==> src/rtl/lsu_ctrl.sv <==
// MEM-stage load/store sequencer: req/gnt + rvalid handshake, pipeline stall, lane-aligned load data.
// Optional LSU_MISALIGN_TRAP_EN: misaligned H/W accesses skip the bus and pulse misalign.
module lsu_ctrl #(
  parameter int unsigned TIMEOUT_CYC = 255,
  parameter int unsigned TO_W        = 8
) (
  input  logic        clk,
  input  logic        rst,
  input  logic        mem_valid,
  input  logic        mem_is_load,
  input  logic        mem_is_store,
  input  logic [2:0]  func3,
  input  logic [31:0] addr,
  input  logic [31:0] store_data,
  output logic        stall,
  output logic [31:0] ld_aligned,
  output logic [2:0]  ld_func3,
  output logic        ld_valid,
  output logic        bus_err,
  output logic        misalign,
  output logic        dm_req,
  output logic        dm_we,
  output logic [31:0] dm_addr,
  output logic [3:0]  dm_be,
  output logic [31:0] dm_wdata,
  input  logic        dm_gnt,
  input  logic        dm_rvalid,
  input  logic [31:0] dm_rdata
);

  typedef enum logic [1:0] {IDLE, REQ, WAIT, DONE} state_t;

  localparam logic [TO_W-1:0] TO_LAST = TO_W'(TIMEOUT_CYC - 1);

  state_t          state_q, state_d;
  logic [2:0]      f3_q, f3_d;
  logic [31:0]     addr_q, addr_d;
  logic [31:0]     sd_q, sd_d;
  logic            we_q, we_d;
  logic [TO_W-1:0] cnt_q, cnt_d;
  logic [31:0]     ld_al_q, ld_al_d;
  logic [2:0]      ld_f3_q, ld_f3_d;
  logic            ldok_q, ldok_d;
  logic            err_q, err_d;
  logic            mis_q, mis_d;

  logic            start;
  logic            mis_start;
  logic [3:0]      be;
  logic [31:0]     wdata;

  assign start = mem_valid & (mem_is_load | mem_is_store);

`ifdef LSU_MISALIGN_TRAP_EN
  always_comb begin
    case (func3[1:0])
      2'b00:   mis_start = 1'b0;
      2'b01:   mis_start = addr[0];
      default: mis_start = |addr[1:0];
    endcase
  end
`else
  assign mis_start = 1'b0;
`endif

  // Lane placement from the latched request; func3 011/110/111 fall through to word.
  always_comb begin
    be    = 4'b1111;
    wdata = sd_q;
    case (f3_q[1:0])
      2'b00: begin
        be    = 4'b0001 << addr_q[1:0];
        wdata = {4{sd_q[7:0]}};
      end
      2'b01: begin
        be    = 4'b0011 << {addr_q[1], 1'b0};
        wdata = {2{sd_q[15:0]}};
      end
      default: ;
    endcase
  end

  always_comb begin
    state_d  = state_q;
    f3_d     = f3_q;
    addr_d   = addr_q;
    sd_d     = sd_q;
    we_d     = we_q;
    cnt_d    = cnt_q;
    ld_al_d  = ld_al_q;
    ld_f3_d  = ld_f3_q;
    ldok_d   = ldok_q;
    err_d    = err_q;
    mis_d    = mis_q;
    stall    = 1'b0;
    dm_req   = 1'b0;
    dm_we    = 1'b0;
    dm_addr  = '0;
    dm_be    = '0;
    dm_wdata = '0;
    ld_valid = 1'b0;
    bus_err  = 1'b0;
    misalign = 1'b0;
    case (state_q)
      IDLE: begin
        stall = start;
        if (start) begin
          f3_d    = func3;
          addr_d  = addr;
          sd_d    = store_data;
          we_d    = ~mem_is_load;
          ldok_d  = 1'b0;
          err_d   = 1'b0;
          mis_d   = mis_start;
          state_d = mis_start ? DONE : REQ;
        end
      end
      REQ: begin
        stall    = 1'b1;
        dm_req   = 1'b1;
        dm_we    = we_q;
        dm_addr  = {addr_q[31:2], 2'b00};
        dm_be    = be;
        dm_wdata = wdata;
        if (dm_gnt) begin
          cnt_d   = '0;
          state_d = we_q ? DONE : WAIT;
        end
      end
      WAIT: begin
        stall = 1'b1;
        // rvalid takes priority over a timeout landing on the same cycle
        if (dm_rvalid) begin
          ld_al_d = dm_rdata >> {addr_q[1:0], 3'b000};
          ld_f3_d = f3_q;
          ldok_d  = 1'b1;
          state_d = DONE;
        end else if (cnt_q == TO_LAST) begin
          ld_al_d = '0;
          err_d   = 1'b1;
          state_d = DONE;
        end else begin
          cnt_d = cnt_q + 1'b1;
        end
      end
      DONE: begin
        ld_valid = ldok_q;
        bus_err  = err_q;
        misalign = mis_q;
        state_d  = IDLE;
      end
      default: state_d = IDLE;
    endcase
  end

  always_ff @(posedge clk) begin
    if (rst) begin
      state_q <= IDLE;
      f3_q    <= '0;
      addr_q  <= '0;
      sd_q    <= '0;
      we_q    <= 1'b0;
      cnt_q   <= '0;
      ld_al_q <= '0;
      ld_f3_q <= '0;
      ldok_q  <= 1'b0;
      err_q   <= 1'b0;
      mis_q   <= 1'b0;
    end else begin
      state_q <= state_d;
      f3_q    <= f3_d;
      addr_q  <= addr_d;
      sd_q    <= sd_d;
      we_q    <= we_d;
      cnt_q   <= cnt_d;
      ld_al_q <= ld_al_d;
      ld_f3_q <= ld_f3_d;
      ldok_q  <= ldok_d;
      err_q   <= err_d;
      mis_q   <= mis_d;
    end
  end

  assign ld_aligned = ld_al_q;
  assign ld_func3   = ld_f3_q;

endmodule

==> config.mk <==
export PLATFORM = sky130hd
export DESIGN_NAME = lsu_ctrl
export DESIGN_NICKNAME = d
export VERILOG_FILES = /design/src/rtl/lsu_ctrl.sv
export SDC_FILE = /design/constraint.sdc
export NUM_CORES = 1
export LEC_CHECK = 0
export ABC_AREA = 1
export CORE_ASPECT_RATIO = 0.5
export CORE_MARGIN = 2
export CORE_UTILIZATION = 45
export DETAILED_ROUTE_END_ITERATION = 16
export PLACE_DENSITY = 0.85
export SLEW_MARGIN = 20
export SYNTH_ARGS = -nofsm -noshare
export SYNTH_HDL_FRONTEND = slang
export SYNTH_SLANG_ARGS = --single-unit
export TNS_END_PERCENT = 50
==> constraint.sdc <==
create_clock -name clk -period 2.4 [get_ports clk]
set_input_delay 0.48 -clock clk [delete_from_list [all_inputs] [get_ports clk]]
set_output_delay 0.48 -clock clk [all_outputs]
set_load 0.03 [all_outputs]
== After elaboration in Yosys (flattened, before gate mapping) ==
Cells that the tools add are included.
Word-level totals
  word-level logic and storage cells: 70
  register bits after elaboration: 115
Cells by class
  bitwise logic cells: 3
  equality and inequality tests: 12
  shift-type cells: 3
  reduce and logical (&&, ||, !) cells: 13
  muxes and demuxes: 28
  $add $sub $neg: 1
Operators by type and width (count)
  $mux W32: 4
  $pmux W32 S2: 1
  $shr A32 B5 Y32: 1
  $mux W8: 3
  $pmux W8 S2: 1
  $ne A2 B2 Y1 const B: 6
  $mux W1: 9
  $add A8 B1 Y8 const B: 1
  $eq A8 B8 Y1 const B: 1
  $mux W2: 4
  $pmux W2 S4: 1
  $pmux W4 S2: 1
  $reduce_and A4 Y1: 2
  $pmux W1 S2: 3
  $reduce_and A2 Y1: 3
  $reduce_and A3 Y1: 2
  $reduce_bool A2 Y1: 3
  $eq A2 B1 Y1 const B: 2
  $eq A2 B2 Y1 const B: 2
  $logic_not A2 Y1: 2
  $mux W4: 1
  $shl A1 B2 Y4 const A: 1
  $shl A2 B2 Y4 const A: 1
  $ne A3 B3 Y1 const B: 1
  other kinds (4): 4

== Longest topological paths before layout ==
  word-level depth: 4
  depth in mapped cells: 11
  mapped depth without buffers: 10

== Worst setup path after synthesis ==
Ideal clock, no wire load.
  path kind: register to output
  from: reg state_q[1]
  to: out dm_wdata[22]
  stages on the path, launching flop included: 7
  data required time: 1920 ps
  data arrival time: 1821 ps
  path slack: 99 ps
  cells stage by stage: dfxtp_1 > inv_1 > ha_1 > buf_2 > buf_2 > o21ai_0 > a21oi_1
Between the ends
  word-level cells in the longest chain between the ends: 2
RTL lines
  start: declaration: line 35  | state_t state_q, state_d;
  start signal: assignment: line 170  | state_q <= state_d;
  $eq A2 B1 Y1: line 104  | case (state_q)
  $mux W32: line 104
  end: declaration: line 25  | output logic [31:0] dm_wdata,
No other way between the ends.

== Final worst setup path ==
  from: reg state_q[1]
  to: out dm_be[2]
Between the ends
  word-level cells in the longest chain between the ends: 2
RTL lines
  $eq A2 B1 Y1: line 104
  $mux W4: line 104
  end: declaration: line 24  | output logic [3:0] dm_be,
No other way between the ends.

==> reports/metrics.csv <==
metric;value;unit
number of standard cells in the layout, taps in and fillers out;1191;
height of the chip;82.9;µm
class of the most critical hold timing path;reg -> reg;
H-Tree Level Count;4;
gpl congestion;0.862;
TritonCTS clock tree;done;
slowest library cell on the worst path;sky130_fd_sc_hd__dlygate4sd2_1;
total of endpoints with negative setup slack in the final report;0;
max-slew violation count;0;
netlist area before placement;5600;µm²
Slew @ Worst Pin;0.697;ns
Cells on Worst Hold Path;2;
Static Leak;3.69;nW
input/output buffers;211;
Rel. slew slack;53.4;%
most frequently used flop master after synthesis;sky130_fd_sc_hd__dfxtp_1;
Sink Count;115;
number of max-capacitance violations reported;0;
HPWL after detailed placement;11.2;mm
final standard cell area without fillers;8270;µm²
DR DRC count;0;
post-synth cell types;27;
cell count of the worst reg-to-reg path;7;
worst clock skew;0.00553;ns
final cycle utilization of the critical path;95.4;%
final worst setup slack;0.111;ns
final hold violation count;0;
flip-flop and latch area;2300;µm²
number of instances in the synthesized netlist;824;
cell with the most instances on the worst path;sky130_fd_sc_hd__inv_1;
horizontal extent of the die;162;µm
Layout Area Growth over Synthesis;47.7;%
CP max stage delay;0.43;ns
filler cell count;973;
post-CTS setup-driven buffer insertion count;0;
share of cells above drive strength 1;12.8;%
effective utilization at floorplan;46.7;%
mean cell area of the mapped netlist;6.79;µm²
fraction of registers with async set or reset after synthesis;0;%
list of most frequent post-synthesis cells;184 x sky130_fd_sc_hd__nand2_1, 145 x sky130_fd_sc_hd__inv_1, 144 x sky130_fd_sc_hd__a21oi_1;
clock buffers created by TritonCTS;17;
topmost layer with routed signal wires;met4;
post-route antenna net violation count;0;
clock root buffer;sky130_fd_sc_hd__clkbuf_16;
fraction of post-synthesis cell area in the top cell type by area;41.1;%
minimum clock period;2.29;ns
Arr. time, crit path;1.81;ns
routed wire length on met3;958;µm
max frequency;437;MHz
cell chain of the critical path;inv_1, ha_4, inv_1, a21oi_1, dlygate4sd2_1;
clock insertion delay at the later pin of the skew report;0.41;ns
Bufs and invs on worst path;3;
Crit Path Class;reg -> out;
Worst path top cell family by delay;buffers and inverters;
worst IR drop on VDD;0.000513;V
I/O pin total;215;
Avg WL per Cell;13.7;µm
unrepaired setup endpoints after global routing;no;
Worst path depth;5;
most area-consuming cells after synthesis;sky130_fd_sc_hd__dfxtp_1 41%, sky130_fd_sc_hd__a21oi_1 13%, sky130_fd_sc_hd__nand2_1 12%, sky130_fd_sc_hd__inv_1 9.7%, sky130_fd_sc_hd__o21ai_0 8.1%;
Met2 Routed Length;7.62;mm
via-per-instance ratio;4.94;
Final #Nets;1126;
hold_buf cts;0;
total global-route track usage;23.7;%
sum of routed wire segments on met1;7.05;mm
maximum clock path buffer count;2;
CP endpoint kind;primary output;
maximum number of pins on one net before global-route repair;139;
number of rows in the core area;28;
TritonRoute pass-1 iters;5;
Place WS;0.219;ns
global route overflow;0;
result of the run;finished clean;
count of flip-flops with a built-in enable after synthesis;0;
antenna violations before repair;0;
Setup crit start kind;flop;
total core area;12000;µm²
clock-pin slew reported for the worst setup and hold paths after clock tree synthesis;0.05;ns
routed vias;5885;
wire length of the first global-routing pass;26.0;mm
Synthesis Warnings;0;
number of global-route vias before repair;5554;
most common cell in the netlist;sky130_fd_sc_hd__nand2_1;
number of DRC violations after detailed-routing iteration 0;379;
Detailed Route WL;16.3;mm
post-synth top area cell;sky130_fd_sc_hd__dfxtp_1;
placed cell area;7580;µm²
CP Max Fanout;5;
count of state elements after synthesis;115;
PwrDens;1000;nW/µm²
die area;13400;µm²
utilization after layout;69.0;%
number of cells after detailed placement;1158;
area taken by multi-input logic gates;2470;µm²
diode insertion count for antenna repair;0;
data required time of the critical path;1.92;ns
summed negative setup slack over all endpoints;0;ns
share of the yosys chip area belonging to registers;41.1;%
[logic make-up (layout without fill, tap and decap cells)]
family / count (synthesis) / after routing / synth area share, %
other: 1 / 3 / 0.0670
AND/OR/NAND/NOR: 233 / 233 / 17.2
flip-flops: 115 / 115 / 41.1
adder cells (fa/ha/maj): 7 / 7 / 1.56
AO/OA/AOI/OAI: 266 / 266 / 24.8
buffers and inverters: 202 / 402 / 15.2
[final timing paths]
check	from	endpoint	slack (ns)
setup / recovery	state_q[1]$_SDFFE_PP0P_	dm_be[2]	0.11
hold / removal	addr_q[25]$_SDFFE_PP0P_	addr_q[25]$_SDFFE_PP0P_	0.44
setup reg to reg	state_q[0]$_SDFFE_PP0P_	ld_aligned[2]$_SDFFE_PP0P_	0.13
hold reg to reg	addr_q[25]$_SDFFE_PP0P_	addr_q[25]$_SDFFE_PP0P_	0.44
[flip-flops by register name, summed over array words and instances, names as in the netlist]
| name | flops |
|---|---|
| ldok_q | 1 |
| ld_func3 | 3 |
| we_q | 1 |
| addr_q | 32 |
| cnt_q | 8 |
| sd_q | 32 |
| state_q | 2 |
| err_q | 1 |
| ld_aligned | 32 |
| f3_q | 3 |
[layer usage]
layer | vias up | global-route usage [%]
li1 | 2978 | -
met3 | 54 | 6.09
met4 | 0 | 13.1
met2 | 204 | 39.5
met5 | - | 0
met1 | 2649 | 28.0
[through the flow]
step,hold slack (ns),power (mW)
3_3_place_gp,0.430,5.43
3_5_place_dp,0.435,5.50
4_1_cts,0.445,8.23
5_1_grt,0.466,8.73
2_1_floorplan,0.424,4.51
6_report,0.443,8.30
[cell usage in the layout (no fill, tap or decap), drive strengths merged]
cell           netlist  layout
o211ai              14      14
a22oi                8       8
clkinvlp             0       5
buf                 34      77
ha                   7       7
clkbuf              20      20
a21oi              144     144
o21ai              100     100
or2                  7       7
conb                 1       3
and2                 2       2
nand2              186     186
bufinv               0       4
dlygate4sd2          0       2
nor2                31      31
clkinv               0       3
dfxtp              115     115
inv                148     149
nand3                7       7
clkdlybuf4s50        0     142
[worst register-to-register path, stage by stage, from the launching register on]
cell and delay, ns:
sky130_fd_sc_hd__dfxtp_1 0.43, sky130_fd_sc_hd__inv_1 0.13, sky130_fd_sc_hd__ha_1 0.38, sky130_fd_sc_hd__inv_1 0.25
sky130_fd_sc_hd__nor2_2 0.10, sky130_fd_sc_hd__nor2_4 0.54, sky130_fd_sc_hd__nand2_1 0.18, sky130_fd_sc_hd__a21oi_1 0.18
[power breakdown]
part           internal, mW  switching (mW)  total (mW)
Sequential             2.31           0.216        2.52
Clock                  1.79           0.926        2.71
Combinational          1.12            1.95        3.07
[layout make-up]
class | instances | area share, %
Multi-Input combinational cell | 509 | 29.9
Sequential cell | 115 | 27.8
Timing Repair Buffer | 222 | 25.4
Inverter | 148 | 6.72
Clock buffer | 19 | 5.48
Tap cell | 165 | 2.50
Clock inverter | 13 | 2.19
[timing repair]
| action | 4_1_cts | 5_1_grt |
|---|---|---|
| gates resized for setup | 4 | 5 |
| setup endpoints to repair | 29 | 37 |
| cloned | 0 | 1 |
Power figures use the tool's default switching activity.
